<file path="src/rtl/load_store_unit_pkg.sv">
// Shared encodings for the load/store unit: access sizes and FSM states.
package load_store_unit_pkg;

  localparam logic [1:0] LSU_SZ_B = 2'b00;
  localparam logic [1:0] LSU_SZ_H = 2'b01;
  localparam logic [1:0] LSU_SZ_W = 2'b10;

  typedef enum logic [1:0] {
    IDLE = 2'b00,
    REQ  = 2'b01,
    DONE = 2'b10
  } lsu_state_e;

  // funct3 size 2'b10 and 2'b11 are both treated as a full word.
  function automatic logic is_word(input logic [1:0] sz);
    return sz[1];
  endfunction

endpackage

</file>
<file path="src/rtl/load_store_unit_if.sv">
// Variable-latency req/ack data-memory bus between the load/store unit and memory.
interface load_store_unit_if #(
  parameter int ADDR_W = 32
);
  logic              bus_req;
  logic              bus_we;
  logic [ADDR_W-1:0] bus_addr;
  logic [3:0]        bus_be;
  logic [31:0]       bus_wdata;
  logic              bus_ack;
  logic [31:0]       bus_rdata;

  modport master (
    output bus_req, bus_we, bus_addr, bus_be, bus_wdata,
    input  bus_ack, bus_rdata
  );

  modport slave (
    input  bus_req, bus_we, bus_addr, bus_be, bus_wdata,
    output bus_ack, bus_rdata
  );
endinterface

</file>
<file path="src/rtl/load_store_unit_align.sv">
// Combinational lane steering for stores, extract/extend for loads, misalign detect.
// Misalign detection is only active when LSU_MISALIGN_TRAP_EN is defined.
module lsu_align
  import load_store_unit_pkg::*;
(
  input  logic [1:0]  st_size,
  input  logic [1:0]  st_addr_lo,
  input  logic [31:0] st_data,
  output logic [3:0]  st_be,
  output logic [31:0] st_wdata,
  output logic        mis,
  input  logic [2:0]  ld_funct3,
  input  logic [1:0]  ld_addr_lo,
  input  logic [31:0] ld_rdata,
  output logic [31:0] ld_data
);

  logic [7:0]  ld_byte;
  logic [15:0] ld_half;
  logic        sext;

  always_comb begin
    st_be    = 4'b1111;
    st_wdata = st_data;
    if (st_size == LSU_SZ_B) begin
      st_be    = 4'b0001 << st_addr_lo;
      st_wdata = {4{st_data[7:0]}};
    end else if (st_size == LSU_SZ_H) begin
      st_be    = 4'b0011 << {st_addr_lo[1], 1'b0};
      st_wdata = {2{st_data[15:0]}};
    end
  end

`ifdef LSU_MISALIGN_TRAP_EN
  assign mis = ((st_size == LSU_SZ_H) && st_addr_lo[0]) ||
               (is_word(st_size) && (st_addr_lo != 2'b00));
`else
  assign mis = 1'b0;
`endif

  always_comb begin
    ld_byte = ld_rdata[{ld_addr_lo, 3'b000} +: 8];
    ld_half = ld_addr_lo[1] ? ld_rdata[31:16] : ld_rdata[15:0];
    sext    = ~ld_funct3[2];
    case (ld_funct3[1:0])
      LSU_SZ_B: ld_data = {{24{ld_byte[7] & sext}}, ld_byte};
      LSU_SZ_H: ld_data = {{16{ld_half[15] & sext}}, ld_half};
      default:  ld_data = ld_rdata;
    endcase
  end

endmodule

</file>
<file path="src/rtl/load_store_unit.sv">
// Data-memory stage: one load/store per MEM phase over a req/ack bus with timeout.
// Define LSU_MISALIGN_TRAP_EN to trap misaligned half/word accesses without a bus cycle.
module load_store_unit
  import load_store_unit_pkg::*;
#(
  parameter int ADDR_W         = 32,
  parameter int TIMEOUT_CYCLES = 255
) (
  input  logic               clk,
  input  logic               rst,
  input  logic               mem_rd,
  input  logic               mem_we,
  input  logic [2:0]         funct3,
  input  logic [ADDR_W-1:0]  addr,
  input  logic [31:0]        store_data,
  output logic [31:0]        load_data,
  output logic               busy,
  output logic               done,
  output logic               err,
  output logic               misaligned,
  load_store_unit_if.master  bus
);

  localparam int CNT_W = (TIMEOUT_CYCLES > 1) ? $clog2(TIMEOUT_CYCLES + 1) : 1;
  localparam logic [CNT_W-1:0] CNT_LAST =
    (TIMEOUT_CYCLES == 0) ? '0 : CNT_W'(TIMEOUT_CYCLES - 1);

  lsu_state_e        state_q, state_d;
  logic              we_q, we_d;
  logic [2:0]        funct3_q, funct3_d;
  logic [ADDR_W-1:0] addr_q, addr_d;
  logic [3:0]        be_q, be_d;
  logic [31:0]       wdata_q, wdata_d;
  logic [CNT_W-1:0]  cnt_q, cnt_d;
  logic              err_q, err_d;
  logic              mis_q, mis_d;
  logic [31:0]       load_data_q, load_data_d;

  logic [3:0]        al_be;
  logic [31:0]       al_wdata;
  logic              al_mis;
  logic [31:0]       al_ld;
  logic              in_req;

  // Steering and misalign detect look at the live request; extraction at the latched one.
  lsu_align u_align (
    .st_size    (funct3[1:0]),
    .st_addr_lo (addr[1:0]),
    .st_data    (store_data),
    .st_be      (al_be),
    .st_wdata   (al_wdata),
    .mis        (al_mis),
    .ld_funct3  (funct3_q),
    .ld_addr_lo (addr_q[1:0]),
    .ld_rdata   (bus.bus_rdata),
    .ld_data    (al_ld)
  );

  always_comb begin
    state_d     = state_q;
    we_d        = we_q;
    funct3_d    = funct3_q;
    addr_d      = addr_q;
    be_d        = be_q;
    wdata_d     = wdata_q;
    cnt_d       = cnt_q;
    err_d       = err_q;
    mis_d       = mis_q;
    load_data_d = load_data_q;
    case (state_q)
      IDLE: begin
        if (mem_rd || mem_we) begin
          we_d     = mem_we;
          funct3_d = funct3;
          addr_d   = addr;
          be_d     = al_be;
          wdata_d  = al_wdata;
          cnt_d    = '0;
          err_d    = 1'b0;
          mis_d    = al_mis;
          state_d  = al_mis ? DONE : REQ;
        end
      end
      REQ: begin
        if (bus.bus_ack) begin
          state_d = DONE;
          if (!we_q) load_data_d = al_ld;
        end else if ((TIMEOUT_CYCLES != 0) && (cnt_q == CNT_LAST)) begin
          state_d = DONE;
          err_d   = 1'b1;
        end else if (cnt_q != '1) begin
          cnt_d = cnt_q + 1'b1;
        end
      end
      DONE:    state_d = IDLE;
      default: state_d = IDLE;
    endcase
  end

  always_ff @(posedge clk) begin
    if (rst) begin
      state_q     <= IDLE;
      we_q        <= 1'b0;
      funct3_q    <= '0;
      addr_q      <= '0;
      be_q        <= '0;
      wdata_q     <= '0;
      cnt_q       <= '0;
      err_q       <= 1'b0;
      mis_q       <= 1'b0;
      load_data_q <= '0;
    end else begin
      state_q     <= state_d;
      we_q        <= we_d;
      funct3_q    <= funct3_d;
      addr_q      <= addr_d;
      be_q        <= be_d;
      wdata_q     <= wdata_d;
      cnt_q       <= cnt_d;
      err_q       <= err_d;
      mis_q       <= mis_d;
      load_data_q <= load_data_d;
    end
  end

  // Bus fields are only driven while a request is outstanding.
  assign in_req        = (state_q == REQ);
  assign bus.bus_req   = in_req;
  assign bus.bus_we    = in_req & we_q;
  assign bus.bus_addr  = in_req ? {addr_q[ADDR_W-1:2], 2'b00} : '0;
  assign bus.bus_be    = in_req ? be_q : 4'b0000;
  assign bus.bus_wdata = in_req ? wdata_q : 32'h0;

  assign load_data  = load_data_q;
  assign busy       = (state_q != IDLE);
  assign done       = (state_q == DONE);
  assign err        = done & err_q;
  assign misaligned = done & mis_q;

endmodule
</file>
<file path="src/flat_wrapper.sv">
// flat-port wrapper written by rule: the top's interface ports become plain ports
module load_store_unit_flat import load_store_unit_pkg::*;
#(
  parameter int ADDR_W         = 32,
  parameter int TIMEOUT_CYCLES = 255
)
  (clk, rst, mem_rd, mem_we, funct3, addr, store_data, load_data, busy, done, err, misaligned, bus_bus_req, bus_bus_we, bus_bus_addr, bus_bus_be, bus_bus_wdata, bus_bus_ack, bus_bus_rdata);
  load_store_unit_if #(.ADDR_W(ADDR_W)) bus_i ();
  input  logic clk;
  input  logic rst;
  input  logic mem_rd;
  input  logic mem_we;
  input  logic [2:0] funct3;
  input  logic [ADDR_W-1:0] addr;
  input  logic [31:0] store_data;
  output logic [31:0] load_data;
  output logic busy;
  output logic done;
  output logic err;
  output logic misaligned;
  output wire logic [$bits(bus_i.bus_req)-1:0] bus_bus_req;
  output wire logic [$bits(bus_i.bus_we)-1:0] bus_bus_we;
  output wire logic [$bits(bus_i.bus_addr)-1:0] bus_bus_addr;
  output wire logic [$bits(bus_i.bus_be)-1:0] bus_bus_be;
  output wire logic [$bits(bus_i.bus_wdata)-1:0] bus_bus_wdata;
  input wire logic [$bits(bus_i.bus_ack)-1:0] bus_bus_ack;
  input wire logic [$bits(bus_i.bus_rdata)-1:0] bus_bus_rdata;
  assign bus_bus_req = bus_i.bus_req;
  assign bus_bus_we = bus_i.bus_we;
  assign bus_bus_addr = bus_i.bus_addr;
  assign bus_bus_be = bus_i.bus_be;
  assign bus_bus_wdata = bus_i.bus_wdata;
  assign bus_i.bus_ack = bus_bus_ack;
  assign bus_i.bus_rdata = bus_bus_rdata;
  load_store_unit #(.ADDR_W(ADDR_W), .TIMEOUT_CYCLES(TIMEOUT_CYCLES)) u_core (.clk(clk), .rst(rst), .mem_rd(mem_rd), .mem_we(mem_we), .funct3(funct3), .addr(addr), .store_data(store_data), .load_data(load_data), .busy(busy), .done(done), .err(err), .misaligned(misaligned), .bus(bus_i));
endmodule
</file>
<file path="config.mk">
export PLATFORM = sky130hd
export DESIGN_NAME = load_store_unit_flat
export DESIGN_NICKNAME = d
export VERILOG_FILES = /design/src/rtl/load_store_unit_pkg.sv /design/src/rtl/load_store_unit_if.sv /design/src/rtl/load_store_unit_align.sv /design/src/rtl/load_store_unit.sv /design/src/flat_wrapper.sv
export SDC_FILE = /design/constraint.sdc
export NUM_CORES = 1
export LEC_CHECK = 0
export CORE_AREA = 5 5 123 125
export DETAILED_ROUTE_END_ITERATION = 12
export DIE_AREA = 0 0 128 130
export PLACE_DENSITY = 0.73
export SYNTH_ARGS = -nofsm -noshare
export SYNTH_HDL_FRONTEND = slang
export SYNTH_SLANG_ARGS = --single-unit
</file>
<file path="constraint.sdc">
create_clock -name clk -period 2.7 [get_ports clk]
set_clock_uncertainty 0.1 [all_clocks]
set_input_delay 0.54 -clock clk [delete_from_list [all_inputs] [get_ports clk]]
set_output_delay 0.54 -clock clk [all_outputs]
set_load 0.01 [all_outputs]
</file>
==> summary.md, run 1 <==
| Metric | Value |
|---|---|
| Status | `completed` |
| Ant. Diodes | `0` |
| Die span in y | `around 130 microns` |
| Most frequent cells in the layout | `clkdlybuf4s50_1, nand2_1, dfxtp_1, and2_1, nor2_1` |
| Root buf cell | `clkbuf_16` |
| Seq/Total Area, Yosys | `41.4%` |
| Vias per cell | `5.12` |
| Comb power frac | `19.5%` |
| TNS Setup | `0 ns` |
| Met2 WL | `approximately 8100 microns` |
| Largest net degree at the start of global routing | `between 70 and 80` |
| Rel. slew slack | `48.4%` |
| Final hold violation count | `0` |
| Tot Pwr | `5.12 mW` |
| Fin crit period | `2.59 ns` |
| Setup crit start kind | `flip-flop` |
| CTS tree | `yes` |
| Initial antenna violation count | `0` |
| #FFs+latches synth | `115` |
| Num rows | `43` |
| Synth Area per Inst | `8.03 sq um` |
| GR Overflow Total | `0` |
| Iter 0 DRT Violations | `421` |
| Worst Setup Path Type | `flip-flop to primary output` |
| Leak | `between 3 and 4 nW` |
| Share of cells above drive strength 1 | `under 10%` |
| Metal3 WL | `between 1500 and 2000 microns` |
| Clock buffer depth | `2` |
| DR vias | `5,505` |
| CTS buffer count | `17` |
| Distinct cells, synth | `between 40 and 50` |
| Total wire length | `about 17,000 microns` |
| Final #Nets | `989` |
| Sw frac | `around a quarter` |
| WP data arrival | `1.95 ns` |
| Largest cells by area after synthesis | `dfxtp_1, nand2_1, and2_1, a211oi_1, a21oi_1` |
| Hold Path Origin | `u_core.addr_q[10]` |
| Period Utilization, post-route | `96.0%` |
| Final Util | `61.3%` |
| Worst slew pin tran | `0.775 ns` |
| H-tree lvl count | `4` |
| Sink Count | `115` |
| Clock share of power | `43.1%` |
| Worst-Skew Late Latency | `about 0.41 ns` |
| Pint | `3.82 mW` |
| Post-CTS setup buffers | `0` |
| DRT met1 WL | `a little over 7000 microns` |
| Top_reg_cell synth | `dfxtp_1` |
| Final setup viols | `0` |
| Filler instances | `1,260` |
| Mapped Cells | `693` |
| Number of enable flip-flop cells after synthesis | `0` |
| Die W | `128 microns` |
| Worst vdd ir | `0.375 mV` |
| DP Wirelength | `12,300 microns` |
| Synth-to-layout area growth | `51.8%` |
| Port Buffers | `~210` |
| Wirelength per Cell | `roughly 16 microns` |
| TritonRoute pass-1 iters | `5` |
| First-pass GRT wire length | `approximately 27,000 microns` |
| Number of global-route vias before repair | `5,189` |
| Final max-slew violation count | `0` |
| Drt drc | `0` |
| CP startpoint | `u_core.state_q[1]` |
| Post-synth top area cell | `dfxtp_1` |
| Worst-path clk slew | `0.05 ns` |
| Antenna Violating Nets Remaining | `0` |
| I/O Pins | `210` |
| Max Used Layer | `met4` |
| Most common cell after layout, fill and taps aside | `clkdlybuf4s50_1` |
| YS warnings | `0` |
| Initial core utilization | `40.4%` |
| Worst hold path class | `flip-flop to flip-flop` |
| Max Clk Rate | `386 MHz` |
| Sw Pwr | `approximately 1.3 mW` |
| R2R Path Start | `u_core.funct3_q[0]` |
| Die area | `roughly 17,000 sq um` |
| Synth top area share | `41.4%` |
| GR Util All Layers | `20.6%` |
| Core area | `roughly 14,000 sq um` |
| Final GP Congestion | `just under 0.9` |
| # Max-Cap Violations | `0` |
| Post-CTS Hold Fix Bufs | `0` |
| WP data required | `2.06 ns` |
| Crit. End Element | `primary output` |
| Sequential Power Share | `37.4%` |
| Pwr per Cell Area | `just over 600 nW/um^2` |
| RSZ-0062 raised after global routing | `false` |
| CP max FO | `35` |
| Synth async-reset ratio | `0%` |
| Post-synthesis cell area | `5560 sq um` |
==> final cells by class <==
type | instances | area, sq um | share of cell area (%)
multi-input cells | 517 | 2980 | 35.3
inverters | 7 | 26.3 | 0.311
well taps | 180 | 225 | 2.67
flip-flops and latches | 115 | 2300 | 27.3
clock buffers | 27 | 513 | 6.07
repair buffers | 225 | 2320 | 27.5
clock inverters | 4 | 70.1 | 0.830
==> Yosys cell counts (7+ instances only) <==
cell type,n
nand2_1,133
clkbuf_1,33
mux2_2,13
nand3b_1,7
nor2_1,62
o21ai_0,27
a211oi_1,40
a22oi_1,7
and2_1,70
inv_1,7
mux2i_1,28
dfxtp_1,115
a21oi_1,60
a311oi_1,9
buf_2,13
==> registers in the layout (all words and copies together), names as in the netlist <==
register          flops
u_core.cnt_q          8
u_core.load_data     32
u_core.wdata_q       32
u_core.addr_q        32
u_core.err_q          1
u_core.funct3_q       3
u_core.be_q           4
u_core.state_q        2
u_core.we_q           1
==> power groups by stage <==
stage	clock network [mW]	logic (mW)	registers, mW
finish	2.21	1.00	1.91
global placement	0	0.988	1.94
floorplan	0	0.516	1.94
detailed placement	0	0.996	1.95
CTS	2.25	1.01	1.91
global route	2.34	1.10	1.93
==> routing by layer <==
layer / GRT usage, % / vias up
li1: - / 2756
met1: 25.2 / 2524
met2: 32.2 / 189
met3: 8.60 / 36
met4: 8.24 / 0
met5: 0 / -
==> repair_timing <==
action,4_1_cts,5_1_grt
gates resized for setup,6,17
pin swaps,0,0
setup endpoints to repair,67,57
==> worst max-delay path: stages, from the launching register on <==
cell and delay, ns:
dfxtp_2 0.34, nand2b_1 0.19, inv_2 0.12, buf_12 0.18, and2_1 0.14, clkdlybuf4s50_1 0.57
==> cells by family after synthesis <==
logic type	share of synthesized area, %
AOI/OAI and AO/OA	18.1
adders and majority gates	0.450
buffers and inverters	5.24
DFF	41.4
muxes	8.07
other	0.0674
and+or+nand+nor	26.7
==> path summary, 6_finish.rpt <==
check                         endpoint  slack (ns)  depth (start not counted)
hold / removal       u_core.addr_q[10]        0.35                          2
setup reg to reg  u_core.load_data[21]        0.63                          4
setup / recovery     bus_bus_wdata[11]        0.11                          5
hold reg to reg      u_core.addr_q[10]        0.35                          2
==> stage by stage <==
stage	hold slack (ns)	setup slack [ns]	area, sq um	instances
6_report	0.347	0.108	8450	1075
5_1_grt	0.359	0.000643	8450	1075
4_1_cts	0.349	0.0412	8400	1075
3_5_place_dp	0.342	0.182	7800	1044
3_3_place_gp	0.337	0.227	7800	1044
2_1_floorplan	0.332	0.833	5570	695
No activity file was read; power rests on OpenSTA's default activity.
==> run 2: changes to the inputs <==
Settings changed: CORE_AREA 5 5 123 125 to 5 5 114 116, DIE_AREA 0 0 128 130 to 0 0 119 121, PLACE_DENSITY 0.73 to 0.84.
Clock period 2.7 ns to 3 ns, I/O delays scaled along.
==> summary.md, run 2 (synthesized netlist as in run 1, its figures left out) <==
| Metric | Value |
|---|---|
| Final GP Congestion | `0.867` |
| # Max-Cap Violations | `0` |
| TritonRoute pass-1 iters | `5` |
| Sink Count | `~120` |
| Worst vdd ir | `0.321 mV` |
| Hold Path Origin | `u_core.addr_q[25]` |
| Tot Pwr | `4.47 mW` |
| Post-CTS setup buffers | `0` |
| Most common cell after layout, fill and taps aside | `clkdlybuf4s50_1` |
| Flop-to-flop setup slack | `0.85 ns` |
| Final Util | `70.0%` |
| Fin crit period | `2.87 ns` |
| CTS tree | `yes` |
| Worst Setup Path Type | `flip-flop to primary output` |
| Die span in y | `121 microns` |
| CP max FO | `69` |
| Drt drc | `0` |
| DR vias | `5,576` |
| Period Utilization, post-route | `95.8%` |
| Placed Area | `7720 sq um` |
| Wirelength per Cell | `16.5 microns` |
| Core area | `11,800 sq um` |
| Hold_ws | `approximately 0.35 ns` |
| Final setup viols | `0` |
| Die area | `roughly 14,000 sq um` |
| Hold Crit Depth | `2` |
| Initial antenna violation count | `0` |
| Worst slew pin tran | `0.638 ns` |
| Dpl ws | `0.518 ns` |
| Placed Instances | `between 1,000 and 1,500` |
| Worst-path clk slew | `approximately 0.050 ns` |
| Synth-to-layout area growth | `48.5%` |
| Total wire length | `17,100 microns` |
| Share of cells above drive strength 1 | `under 10%` |
| # resized after CTS | `0` |
| Most frequent cells in the layout | `clkdlybuf4s50_1, nand2_1, dfxtp_1, and2_1, nor2_1` |
| I/O Pins | `210` |
| Status | `completed` |
| Post-CTS Hold Fix Bufs | `0` |
| Port Buffers | `206` |
| First-pass GRT wire length | `~27,000 microns` |
| Worst-Skew Late Latency | `0.41 ns` |
| Reg2Reg Depth | `4` |
| DP Wirelength | `around 12,000 microns` |
| H-tree lvl count | `4` |
| WP data arrival | `2.17 ns` |
| Final #Nets | `985` |
| Leak | `between 3 and 4 nW` |
| Initial core utilization | `a little under half` |
| Largest net degree at the start of global routing | `70` |
| Vias per cell | `5.38` |
| Antenna Violating Nets Remaining | `0` |
| Clock buffer depth | `2` |
| Rel. slew slack | `a little under three fifths` |
| Non-filler instance count after layout | `1,036` |
| GR Overflow Total | `0` |
| R2R Path Start | `u_core.addr_q[1]` |
| WP data required | `2.30 ns` |
| Die W | `119 microns` |
| Pwr per Cell Area | `541 nW/um^2` |
| Final hold violation count | `0` |
| Iter 0 DRT Violations | `~420` |
| TNS Setup | `0 ns` |
| Root buf cell | `clkbuf_16` |
| Setup crit start kind | `flip-flop` |
| End of the worst hold path | `u_core.addr_q[25]` |
| Final max-slew violation count | `0` |
| Final WS setup | `about 0.13 ns` |
| Final Cell Area | `8260 sq um` |
| Worst hold path class | `flip-flop to flip-flop` |
| Number of global-route vias before repair | `around 5,200` |
| GR Util All Layers | `23.0%` |
| RSZ-0062 raised after global routing | `false` |
| CTS buffer count | `17` |
| Ant. Diodes | `0` |
| Max Clk Rate | `348 MHz` |
| Crit. End Element | `primary output` |
| Num rows | `40` |
| RR Endpoint | `u_core.load_data[13]` |
==> run 2: changes by cell type in the layout (fill, tap and decap cells not counted), sizes merged <==
cell | before | now
clkinv | 2 | 3
clkdlybuf4s50 | 191 | 205
bufinv | 2 | 1
buf | 20 | 16
dlymetal6s2s | 14 | 0
clkinvlp | 0 | 1
clkbuf | 27 | 24
==> run 2: area by class of cell <==
class / instances / area [sq um]
Tap cell: 147 / 184
Multi-Input combinational cell: 517 / 2980
Clock inverter: 5 / 52.6
Clock buffer: 24 / 492
Sequential cell: 115 / 2300
Fill cell: 942 / 3550
Timing Repair Buffer: 221 / 2220
Inverter: 7 / 26.3
==> run 2: per-layer routing <==
metal  routed length (microns)  share of wire [%]  track usage, %  up-vias
li1                          -                  -               -     2752
met1                      7380                 43            29.4     2608
met2                      8050                 47            36.0      195
met3                      1330                7.8            8.11       21
met4                       294                1.7            8.25        0
met5                         0                  0               0        -
==> run 2: worst max-delay path, cell delays in order, from the launching register on <==
cell and delay, ns:
dfxtp_1 0.38, nand2b_1 0.21, inv_1 0.14, buf_12 0.24
and2_1 0.17, clkdlybuf4s50_1 0.58
==> run 2: worst max path at each step <==
stage	start	endpoint	slack, ns	cells after the start
after floorplan	u_core.cnt_q[0]	u_core.cnt_q[1]	1.13	7
after global placement	mem_we	u_core.wdata_q[24]	0.53	6
after detailed placement	mem_rd	u_core.wdata_q[15]	0.52	6
after CTS	u_core.state_q[0]	bus_bus_addr[25]	0.07	5
after global routing	u_core.state_q[1]	bus_bus_addr[25]	0.03	5
final	u_core.state_q[1]	bus_bus_addr[25]	0.13	5
==> run 2: power breakdown <==
part	switching (mW)	internal, mW
Clock	0.649	1.21
Sequential	0.0811	1.66
Combinational	0.429	0.450
